`src/rtl/hazard_ctrl.sv`:
```
// hazard_ctrl -- pipeline hazard and stall controller for the 5-stage
// RV32I_Zicsr core. It handles the hazards the EX forwarding path cannot
// resolve: load-use dependencies, multi-cycle data-memory accesses and
// taken-branch flushes. It also keeps a dmem wait watchdog and a stall
// performance counter.
//
// Ports:
//   i_clk, i_rst        clock, asynchronous active-high reset
//   i_rs1_addr_id/..    ID source operands and their use flags
//   i_rd_addr_ex/..     EX destination, write enable, load flag
//   i_mem_req_mem       MEM stage holds a load/store access
//   i_dmem_ready        data memory completes the access this cycle
//   i_branch_taken_ex   EX resolved a taken branch or jump
//   o_stall_pc          hold PC
//   o_stall_id          hold IF/ID
//   o_bubble_ex         load a NOP into ID/EX
//   o_freeze_exmem      hold ID/EX and EX/MEM; MEM/WB receives a bubble
//   o_flush_id          replace IF/ID contents with a NOP
//   o_mem_timeout       sticky: a dmem wait reached TIMEOUT cycles
//   o_stall_cycles      saturating count of cycles with o_stall_pc=1
//   dbg_state           FSM state (0 = RUN, 1 = MEM_WAIT)
//
// Control outputs are combinational from the inputs with zero latency and
// are forced low while i_rst is high. Priority: mem_wait > branch > load_use.
module hazard_ctrl #(
  parameter int XADDR   = 5,
  parameter int CNT_W   = 32,
  parameter int TIMEOUT = 255
) (
  input  logic             i_clk,
  input  logic             i_rst,
  input  logic [XADDR-1:0] i_rs1_addr_id,
  input  logic [XADDR-1:0] i_rs2_addr_id,
  input  logic             i_rs1_used_id,
  input  logic             i_rs2_used_id,
  input  logic [XADDR-1:0] i_rd_addr_ex,
  input  logic             i_rd_wr_en_ex,
  input  logic             i_is_load_ex,
  input  logic             i_mem_req_mem,
  input  logic             i_dmem_ready,
  input  logic             i_branch_taken_ex,
  output logic             o_stall_pc,
  output logic             o_stall_id,
  output logic             o_bubble_ex,
  output logic             o_freeze_exmem,
  output logic             o_flush_id,
  output logic             o_mem_timeout,
  output logic [CNT_W-1:0] o_stall_cycles,
  output logic             dbg_state
);

  localparam int WCNT_W = (TIMEOUT < 2) ? 1 : $clog2(TIMEOUT + 1);
  localparam logic [WCNT_W-1:0] WAIT_MAX  = '1;
  localparam logic [WCNT_W-1:0] TIMEOUT_V = WCNT_W'(TIMEOUT);
  localparam logic [CNT_W-1:0]  STALL_MAX = '1;

  typedef enum logic {
    RUN      = 1'b0,
    MEM_WAIT = 1'b1
  } state_t;

  state_t            state;
  state_t            state_next;
  logic              mem_wait;
  logic              rs1_hit;
  logic              rs2_hit;
  logic              load_use;
  logic [WCNT_W-1:0] wait_cnt;
  logic [WCNT_W-1:0] wait_cnt_next;

  // Hazard conditions. x0 is hard-wired to zero, so a load to x0 never
  // produces a value the ID instruction could depend on.
  assign mem_wait = i_mem_req_mem & ~i_dmem_ready;
  assign rs1_hit  = i_rs1_used_id & (i_rs1_addr_id == i_rd_addr_ex);
  assign rs2_hit  = i_rs2_used_id & (i_rs2_addr_id == i_rd_addr_ex);
  assign load_use = i_is_load_ex & i_rd_wr_en_ex & (i_rd_addr_ex != '0) &
                    (rs1_hit | rs2_hit);

  // Next-state and control outputs.
  always_comb begin
    state_next     = state;
    o_stall_pc     = 1'b0;
    o_stall_id     = 1'b0;
    o_bubble_ex    = 1'b0;
    o_freeze_exmem = 1'b0;
    o_flush_id     = 1'b0;

    case (state)
      RUN:      if (mem_wait) state_next = MEM_WAIT;
      MEM_WAIT: if (i_dmem_ready || !i_mem_req_mem) state_next = RUN;
      default:  state_next = RUN;
    endcase

    if (!i_rst) begin
      if (mem_wait) begin
        // Whole front of the pipe holds; a branch or load-use in EX is
        // re-presented by the held EX instruction once memory is ready.
        o_stall_pc     = 1'b1;
        o_stall_id     = 1'b1;
        o_freeze_exmem = 1'b1;
      end else if (i_branch_taken_ex) begin
        // The ID instruction is discarded, so any load-use on it is moot.
        o_flush_id  = 1'b1;
        o_bubble_ex = 1'b1;
      end else if (load_use) begin
        // One cycle is enough: next cycle the load is in MEM and EX holds
        // the bubble, so load_use drops by itself.
        o_stall_pc  = 1'b1;
        o_stall_id  = 1'b1;
        o_bubble_ex = 1'b1;
      end
    end
  end

  // The wait counter holds the number of completed cycles of the current
  // dmem wait. It is zero whenever the FSM sits in RUN and counts up,
  // saturating, while the wait persists (that is exactly MEM_WAIT).
  always_comb begin
    wait_cnt_next = '0;
    if (mem_wait) begin
      wait_cnt_next = (wait_cnt == WAIT_MAX) ? WAIT_MAX
                                             : wait_cnt + WCNT_W'(1);
    end
  end

  always_ff @(posedge i_clk or posedge i_rst) begin
    if (i_rst) begin
      state <= RUN;
    end else begin
      state <= state_next;
    end
  end

  // The watchdog only flags; the stall is never released by it.
  always_ff @(posedge i_clk or posedge i_rst) begin
    if (i_rst) begin
      wait_cnt      <= '0;
      o_mem_timeout <= 1'b0;
    end else begin
      wait_cnt <= wait_cnt_next;
      if (mem_wait && (wait_cnt_next >= TIMEOUT_V)) begin
        o_mem_timeout <= 1'b1;
      end
    end
  end

  always_ff @(posedge i_clk or posedge i_rst) begin
    if (i_rst) begin
      o_stall_cycles <= '0;
    end else if (o_stall_pc && (o_stall_cycles != STALL_MAX)) begin
      o_stall_cycles <= o_stall_cycles + CNT_W'(1);
    end
  end

  assign dbg_state = (state == MEM_WAIT);

endmodule

```
`config.mk`:
```
export PLATFORM = sky130hd
export DESIGN_NAME = hazard_ctrl
export DESIGN_NICKNAME = d
export VERILOG_FILES = /design/src/rtl/hazard_ctrl.sv
export SDC_FILE = /design/constraint.sdc
export NUM_CORES = 1
export LEC_CHECK = 0
export ABC_AREA = 0
export CORE_MARGIN = 2
export CORE_UTILIZATION = 47
export CTS_CLUSTER_SIZE = 24
export DETAILED_ROUTE_END_ITERATION = 16
export HOLD_SLACK_MARGIN = 0.08
export MAX_ROUTING_LAYER = met4
export PLACE_DENSITY = 0.87
export SYNTH_ARGS = -nofsm -noshare
export SYNTH_HDL_FRONTEND = slang
export SYNTH_SLANG_ARGS = --single-unit
```
`constraint.sdc`:
```
create_clock -name i_clk -period 2.4 [get_ports i_clk]
set_input_delay 0.24 -clock i_clk [delete_from_list [all_inputs] [get_ports i_clk]]
set_output_delay 0.24 -clock i_clk [all_outputs]
set_load 0.02 [all_outputs]
```
# [Yosys cells after proc, flatten, opt, wreduce, memory -nomap -nowiden]
# Index checks and enable logic that the tools add are counted.
[totals] ff_bits=42 out_inout_bits=39 elab_cells=41
[classes] n_lt_le_gt_ge=1 n_bitwise=9 n_reduce_logical=5 muxes=16 addsub=2 eq_ne=4
[op_table] cell="$add A32 B1 Y32 const B" n=1
[op_table] cell="$ne A32 B32 Y1 const B" n=1
[op_table] cell="$mux W8" n=2
[op_table] cell="$mux W1" n=13
[op_table] cell="$eq A5 B5 Y1" n=2
[op_table] cell="$add A8 B1 Y8 const B" n=1
[op_table] cell="$eq A8 B8 Y1 const B" n=1
[op_table] cell="$ge A8 B8 Y1 const B" n=1
[op_table] cell="$and A1 B1 Y1" n=6
[op_table] cell="$reduce_bool A5 Y1" n=1
[op_table] cell="$logic_and A1 B1 Y1" n=2
[op_table] cell="$not A1 Y1" n=2
[op_table] cell="$pmux W1 S2" n=1
[op_table] cell="$logic_not A1 Y1" n=1
[op_table] cell="$logic_or A1 B1 Y1" n=1
[op_table] cell="$or A1 B1 Y1" n=1

# [Depth between registers and ports, before layout]
# Gate-level depths: netlist of the first run.
[depth] ltp_word=9 ltp_mapped=10 depth_no_buf=8

# [Least setup slack after synthesis of the first run]
# Ideal clock, no wire load.
[synth_timing] path_type="input to register" from="in i_rst" to="reg o_stall_cycles[4]" arrival_time_ns=2.164 setup_slack_ns=0.105 n_path_buf=1 stages=7 setup_time_ns=0.131 cell_sequence="inv_1 > nand2_1 > o41ai_2 > o21a_4 > buf_6 > nand4_1 > xnor2_1"
[synth_via] elab_chain_cells=2
[synth_lines] element="start: declaration" line_no="31" rtl="input logic i_rst,"
[synth_lines] element="$mux W1"
[synth_lines] element="via o_stall_id" line_no="43" rtl="output logic o_stall_id,"
[synth_lines] element="$logic_and A1 B1 Y1" line_no="150" rtl="end else if (o_stall_pc && (o_stall_cycles != STALL_MAX)) begin"
[synth_lines] element="end signal: assignment" line_no="151" rtl="o_stall_cycles <= o_stall_cycles + CNT_W'(1);"
[synth_lines] element="end: declaration" line_no="48" rtl="output logic [CNT_W-1:0] o_stall_cycles,"
# The timed path passes the listed nets, and every way through them passes these cells.
# A chain may end at the register's enable or synchronous reset.

# [Worst setup path in the final report of the first run]
[layout_timing] from="in i_rd_addr_ex[3]" to="out o_stall_pc"
[layout_via] elab_chain_cells=8 elab_cells_between_ends=12
[layout_lines] element="start: declaration" line_no="36" rtl="input logic [XADDR-1:0] i_rd_addr_ex,"
[layout_lines] element="$eq A5 B5 Y1 (on tied branches)" line_no="74, 75"
[layout_lines] element="$and A1 B1 Y1 (on tied branches)" line_no="74, 75"
[layout_lines] element="$or A1 B1 Y1" line_no="77" rtl="(rs1_hit | rs2_hit);"
[layout_lines] element="$and A1 B1 Y1 (*)" line_no="76" rtl="assign load_use = i_is_load_ex & i_rd_wr_en_ex & (i_rd_addr_ex != '0) &"
[layout_lines] element="$mux W1 (*)" line_no="105" rtl="end else if (load_use) begin"
[layout_lines] element="$mux W1 (*)" line_no="101" rtl="end else if (i_branch_taken_ex) begin"
[layout_lines] element="$mux W1 (*)" line_no="95" rtl="if (mem_wait) begin"
[layout_lines] element="$mux W1 (*)" line_no="94" rtl="if (!i_rst) begin"
[layout_lines] element="end: declaration" line_no="42" rtl="output logic o_stall_pc,"
# Every way passes the cells marked *; elsewhere a longest branch is shown, timed or not.

==> results of run 1 <==
-- worst reg2reg max path, stage by stage (launching register included) --
cell,delay [ns]
dfrtp_1,0.41
ha_1,0.25
nand3_1,0.09
nor2_1,0.13
and3_1,0.19
nand4_1,0.14
o21a_4,0.27
buf_4,0.15
mux2_2,0.26
-- metal layers --
layer / part of all wire / up-vias
li1: - / 838
met1: 0.43 / 833
met2: 0.53 / 37
met3: 0.041 / 4
met4: 0.0053 / 0
met5: 0 / -
-- layout by cell type (no fill, tap or decap), types with 2 or more instances in the layout --
cell type	count
a21oi_1	8
and2_1	4
and3_1	13
and4_1	5
buf_4	13
clkbuf_1	2
clkbuf_2	2
clkbuf_8	5
clkdlybuf4s50_1	53
dfrtp_1	42
dlymetal6s2s_1	6
ha_1	2
inv_1	6
nand2_1	9
nand3_1	15
nand4_1	16
nor2_1	3
nor2b_1	2
nor3_1	2
nor4_2	2
xnor2_1	32
xor2_1	11
-- what timing repair did --
action / 4_1_cts / 5_1_grt
gates resized for setup: 3 / 19
setup endpoints to repair: 9 / 29
pin swaps: 1 / 4
buffers inserted: 1 / 3
-- through the flow --
stage	TNS, ns	total power, mW	instance area [µm²]	std cells	hold slack [ns]
after floorplan	0	0.959	2120	193	0.497
final	0	1.54	2980	322	0.257
after global routing	-0.0135	1.62	2980	322	0.291
after global placement	-7.20	1.12	2840	311	0.463
after CTS	-0.0136	1.54	2920	319	0.240
after detailed placement	-9.59	1.13	2840	311	0.482
-- power by group --
group	total, mW	switching (mW)	leakage (nW)	internal (mW)
registers	0.803	0.0564	0.577	0.747
logic	0.318	0.151	0.736	0.167
clock network	0.419	0.219	0.0383	0.200
-- worst min path at each step --
stage	start	cells after the start	endpoint	slack [ns]
2_1_floorplan	i_rst	1	dbg_state	0.50
3_3_place_gp	o_mem_timeout	1	o_mem_timeout	0.46
3_5_place_dp	o_stall_cycles[13]	1	o_stall_cycles[13]	0.48
4_1_cts	i_rst	2	wait_cnt[2]	0.24
5_1_grt	i_rst	2	wait_cnt[4]	0.29
6_report	i_rst	2	wait_cnt[2]	0.26
-- cell type report --
class                   count  area, µm²
fillers                   340       1370
multi-input cells         139       1020
clock buffers               7       76.3
inverters                   6       22.5
well taps                  52       65.1
flip-flops and latches     42       1050
repair buffers             76        744
-- flip-flops by register name, summed over array words and instances, names as in the netlist --
| name | count |
|---|---|
| dbg_state | 1 |
| o_mem_timeout | 1 |
| o_stall_cycles | 32 |
| wait_cnt | 8 |
-- cells by family (layout without fill, tap and decap cells) --
kind of cell             after synthesis  after routing  share of synthesized area
XOR/XNOR                              45             45                      0.186
buffers and inverters                 12             89                     0.0343
flip-flops                            42             42                      0.496
adder cells (fa/ha/maj)                2              2                     0.0118
AND/OR/NAND/NOR                       76             76                      0.212
multiplexers                           1              1                    0.00532
AO/OA/AOI/OAI                         15             15                     0.0538
==> metrics, run 1 <==
clk buf depth 2; CTS clk-pin slew, worst paths 0.07 ns; min Tclk post-route 2.35 ns; max_cap viols 0; row cnt 24; critical path startpoint category input port; data required time of the worst path 2.16 ns; Post-synth ARST share 1.00; Syn Inst Count 193; initial detailed-routing violation count 133; initial antenna violation count 0; CTS H-tree lvls 2; Post-synth EDFFs 0; critical-path cell list clkdlybuf4s50_1, or4_1, o211ai_1, o41ai_2, buf_4, buf_4, buf_4; Core Region 0.00435 mm²; hold buffer count at cts 0; Synth cell types 34; gr usage total 0.198; total power divided by cell area 516 mW/mm²; Die ar. 0.00506 mm²; Post-DRT Antenna Nets 0; pre-CTS WS -0.351 ns; Routed WL 4.94 mm; via count of the routed design 1,712; GP Congestion 0.850; ys flop type dfrtp_1; Yosys top cell by area dfrtp_1; YS warnings 0; top post-synthesis cells by area dfrtp_1 50%, xnor2_1 14%, xor2_1 5.0%; crit path DAT 2.11 ns; via-per-instance ratio 5.32; global-route track usage on met2 0.308; CP Class in -> out; reg2reg setup slack 0.40 ns; Starting Density 0.486; largest net degree at the start of global routing 39; Worst-Skew Late Latency 0.29 ns; WP depth 7; Antenna diodes 0; Post-Syn Nets 219; Reg2Reg Launch Point o_stall_cycles[0]; Clock Tree Root clkbuf_8; Slew headroom 0.686; IO buf count 62; Routed WL per cell 15.3 µm; DRC 0; HPWL Detailed 3.54 mm; Die W 71.1 µm; crit path from i_rd_addr_ex[3]; Nets 296; Worst path slowest cell or4_1; worst slew pin tran 0.471 ns; Slowest Stage Delay on Critical Path 0.56 ns; share of layout cells above drive strength 1 0.111; DIE HEIGHT 71.1 µm; number of global-route vias before repair 1,654; Achievable Freq 426 MHz; period utilization 0.978; Worst Path Buf+Inv 4; status finished clean; synthesized area 0.00212 mm²; Pins Over Slew Limit 0; Final Hold Fails 0; Leak 1.35 nW; final setup margin 0.0538 ns; clock tree from TritonCTS yes; reg-to-reg critical path endpoint o_stall_cycles[1]; Layout area overhead 40.8%; Final Util 0.685; global-route wire length before repair 7.69 mm; R2R depth 8; Worst Path Max Fanout 3; cell with the most instances after synthesis dfrtp_1; GR Layer Usage met1 0.259; 1st-pass router iterations 4; kind of cell adding the most delay to the critical path buffers and inverters; sequential share of the synthesized area 0.496; Num CTS Buffers 5; Ports 63; clock skew 0.00626 ns; CP endpoint o_stall_pc; maximum vdd ir drop 0.000488 V; Worst setup EP type primary output; GR Layer Usage met3 0.0598; FF+latch count, synth 42; busiest grt layer met2; CP most frequent cell buf_4; Worst Hold Class in -> async; synth cell count leaders 42 x dfrtp_1, 33 x xnor2_1, 16 x nand4_1; Avg Inst Size Synth 11.0 µm²; clock sink total 42; post-synth top area share 0.496; Congestion Overflow GR 0; # setup viols final 0
Power figures use the tool's default switching activity.
==> inputs of run 2 (changes only) <==
--- a/config.mk
+++ b/config.mk
@@ -11,7 +11,6 @@
 export CTS_CLUSTER_SIZE = 24
 export DETAILED_ROUTE_END_ITERATION = 16
 export HOLD_SLACK_MARGIN = 0.08
-export MAX_ROUTING_LAYER = met4
 export PLACE_DENSITY = 0.87
 export SYNTH_ARGS = -nofsm -noshare
 export SYNTH_HDL_FRONTEND = slang
==> run 2 against run 1 <==
Net effect: first-iteration DRC count is 6.0% lower; setup slack improved by 0.0098 ns; final area unchanged.
==> metrics, run 2 (same netlist as run 1, synthesis figures left out) <==
Ports 63; Metal-1 WL 2.14 mm; Worst Hold Class in -> async; Reg2Reg Launch Point o_stall_cycles[0]; # setup viols final 0; CTS H-tree lvls 2; Nets 296; Seq pwr share 0.522; Leak 1.35 nW; clk buf depth 2; period utilization 0.973; max_cap viols 0; via count of the routed design 1,707; IO buf count 62; Pins Over Slew Limit 0; status finished clean; Worst-Skew Late Latency 0.29 ns; CP Class in -> out; Post-DRT Antenna Nets 0; sw power 426 µW; Die W 71.1 µm; Final Hold Fails 0; initial antenna violation count 0; Clock Power Share 0.272; commonest non-fill, non-tap cell in the layout clkdlybuf4s50_1; top flop regs o_stall_cycles: 32 flops, wait_cnt: 8 flops; DRC 0; min Tclk post-route 2.34 ns; internal power 1.11 mW; data required time of the worst path 2.16 ns; crit path DAT 2.10 ns; Layout area overhead 40.8%; Antenna diodes 0; CP most frequent cell buf_4; final setup margin 0.0636 ns; Congestion Overflow GR 0; HPWL Detailed 3.54 mm; Worst Path Buf+Inv 4; Core Region 0.00435 mm²; GP Congestion 0.837; switch share 0.277; Worst Path Max Fanout 3; number of global-route vias before repair 1,650; Worst setup EP type primary output; WP depth 7; Final Util 0.685; share of layout cells above drive strength 1 0.111; Final Instance Count excl. Fillers 322; hold buffer count at cts 0; WL met3 212 µm; Worst path slowest cell or4_1; Total Power 1.54 mW; Starting Density 0.486; Num CTS Buffers 5; largest register by flop count o_stall_cycles; DR top layer met4; pre-CTS WS -0.351 ns; Die ar. 0.00506 mm²; largest net degree at the start of global routing 39; initial detailed-routing violation count 125; clock tree from TritonCTS yes; kind of cell adding the most delay to the critical path buffers and inverters; Slew headroom 0.687; reg2reg setup slack 0.39 ns; Gate power share 0.206; max reg flops 32; gr usage total 0.192; total power divided by cell area 516 mW/mm²; CTS clk-pin slew, worst paths 0.07 ns; Routed WL 4.96 mm; row cnt 24; placed insts 311; final hold slack 0.265 ns; clock skew 0.00763 ns; Routed WL per cell 15.4 µm; DIE HEIGHT 71.1 µm; Achievable Freq 428 MHz; Clock Tree Root clkbuf_8; met2 wire length 2.60 mm; 1st-pass router iterations 4; Slowest Stage Delay on Critical Path 0.56 ns; reg-to-reg critical path endpoint o_stall_cycles[1]; critical path startpoint category input port; critical-path cell list clkdlybuf4s50_1, or4_1, o211ai_1, o41ai_2, buf_4, buf_4, buf_4; worst slew pin tran 0.469 ns; maximum vdd ir drop 0.000487 V; via-per-instance ratio 5.30; commonest cells after routing, fill and taps aside 53 x clkdlybuf4s50_1, 42 x dfrtp_1, 32 x xnor2_1, 16 x nand4_1, 15 x nand3_1; global-route wire length before repair 7.70 mm; clock sink total 42; R2R depth 8
-- run 2: cell counts in the layout (fill, tap and decap cells not counted) --
No cell type changed its count.
-- run 2: final cells by class --
cell class                      count  area [µm²]
Clock buffer                        7        76.3
Fill cell                         340        1370
Inverter                            6        22.5
Multi-Input combinational cell    139        1020
Sequential cell                    42        1050
Tap cell                           52        65.1
Timing Repair Buffer               76         744
-- run 2: worst max-delay path by stage --
stage | start | endpoint | slack, ns
after floorplan | i_rst | o_stall_cycles[4] | 0.10
after global routing | i_rd_addr_ex[3] | o_stall_pc | -0.01
after detailed placement | i_rd_addr_ex[3] | o_stall_cycles[6] | -0.35
after CTS | i_rd_addr_ex[3] | o_stall_id | -0.007
after global placement | i_rd_addr_ex[3] | o_stall_pc | -0.28
final | i_rd_addr_ex[3] | o_stall_pc | 0.06
-- run 2: repair_timing --
action / CTS / global route
pin swaps: 1 / 4
setup endpoints to repair: 9 / 29
buffers inserted: 1 / 3
resized for setup: 3 / 19
-- run 2: routing by layer --
layer | vias to the layer above | track usage
li1 | 841 | -
met1 | 831 | 0.260
met2 | 33 | 0.306
met3 | 2 | 0.0627
met4 | 0 | 0.0419
met5 | - | 0
-- run 2: power groups by stage --
stage | logic [mW] | registers (mW) | clock network, mW
2_1_floorplan | 0.109 | 0.850 | 0
3_3_place_gp | 0.304 | 0.813 | 0
3_5_place_dp | 0.312 | 0.816 | 0
4_1_cts | 0.312 | 0.805 | 0.428
5_1_grt | 0.342 | 0.813 | 0.467
6_report | 0.318 | 0.804 | 0.418
-- run 2: metrics by stage --
stage / instance area, µm² / setup TNS (ns)
after global placement: 2840 / -7.20
after global routing: 2980 / -0.0135
after detailed placement: 2840 / -9.59
after floorplan: 2120 / 0
after CTS: 2920 / -0.0136
final: 2980 / 0
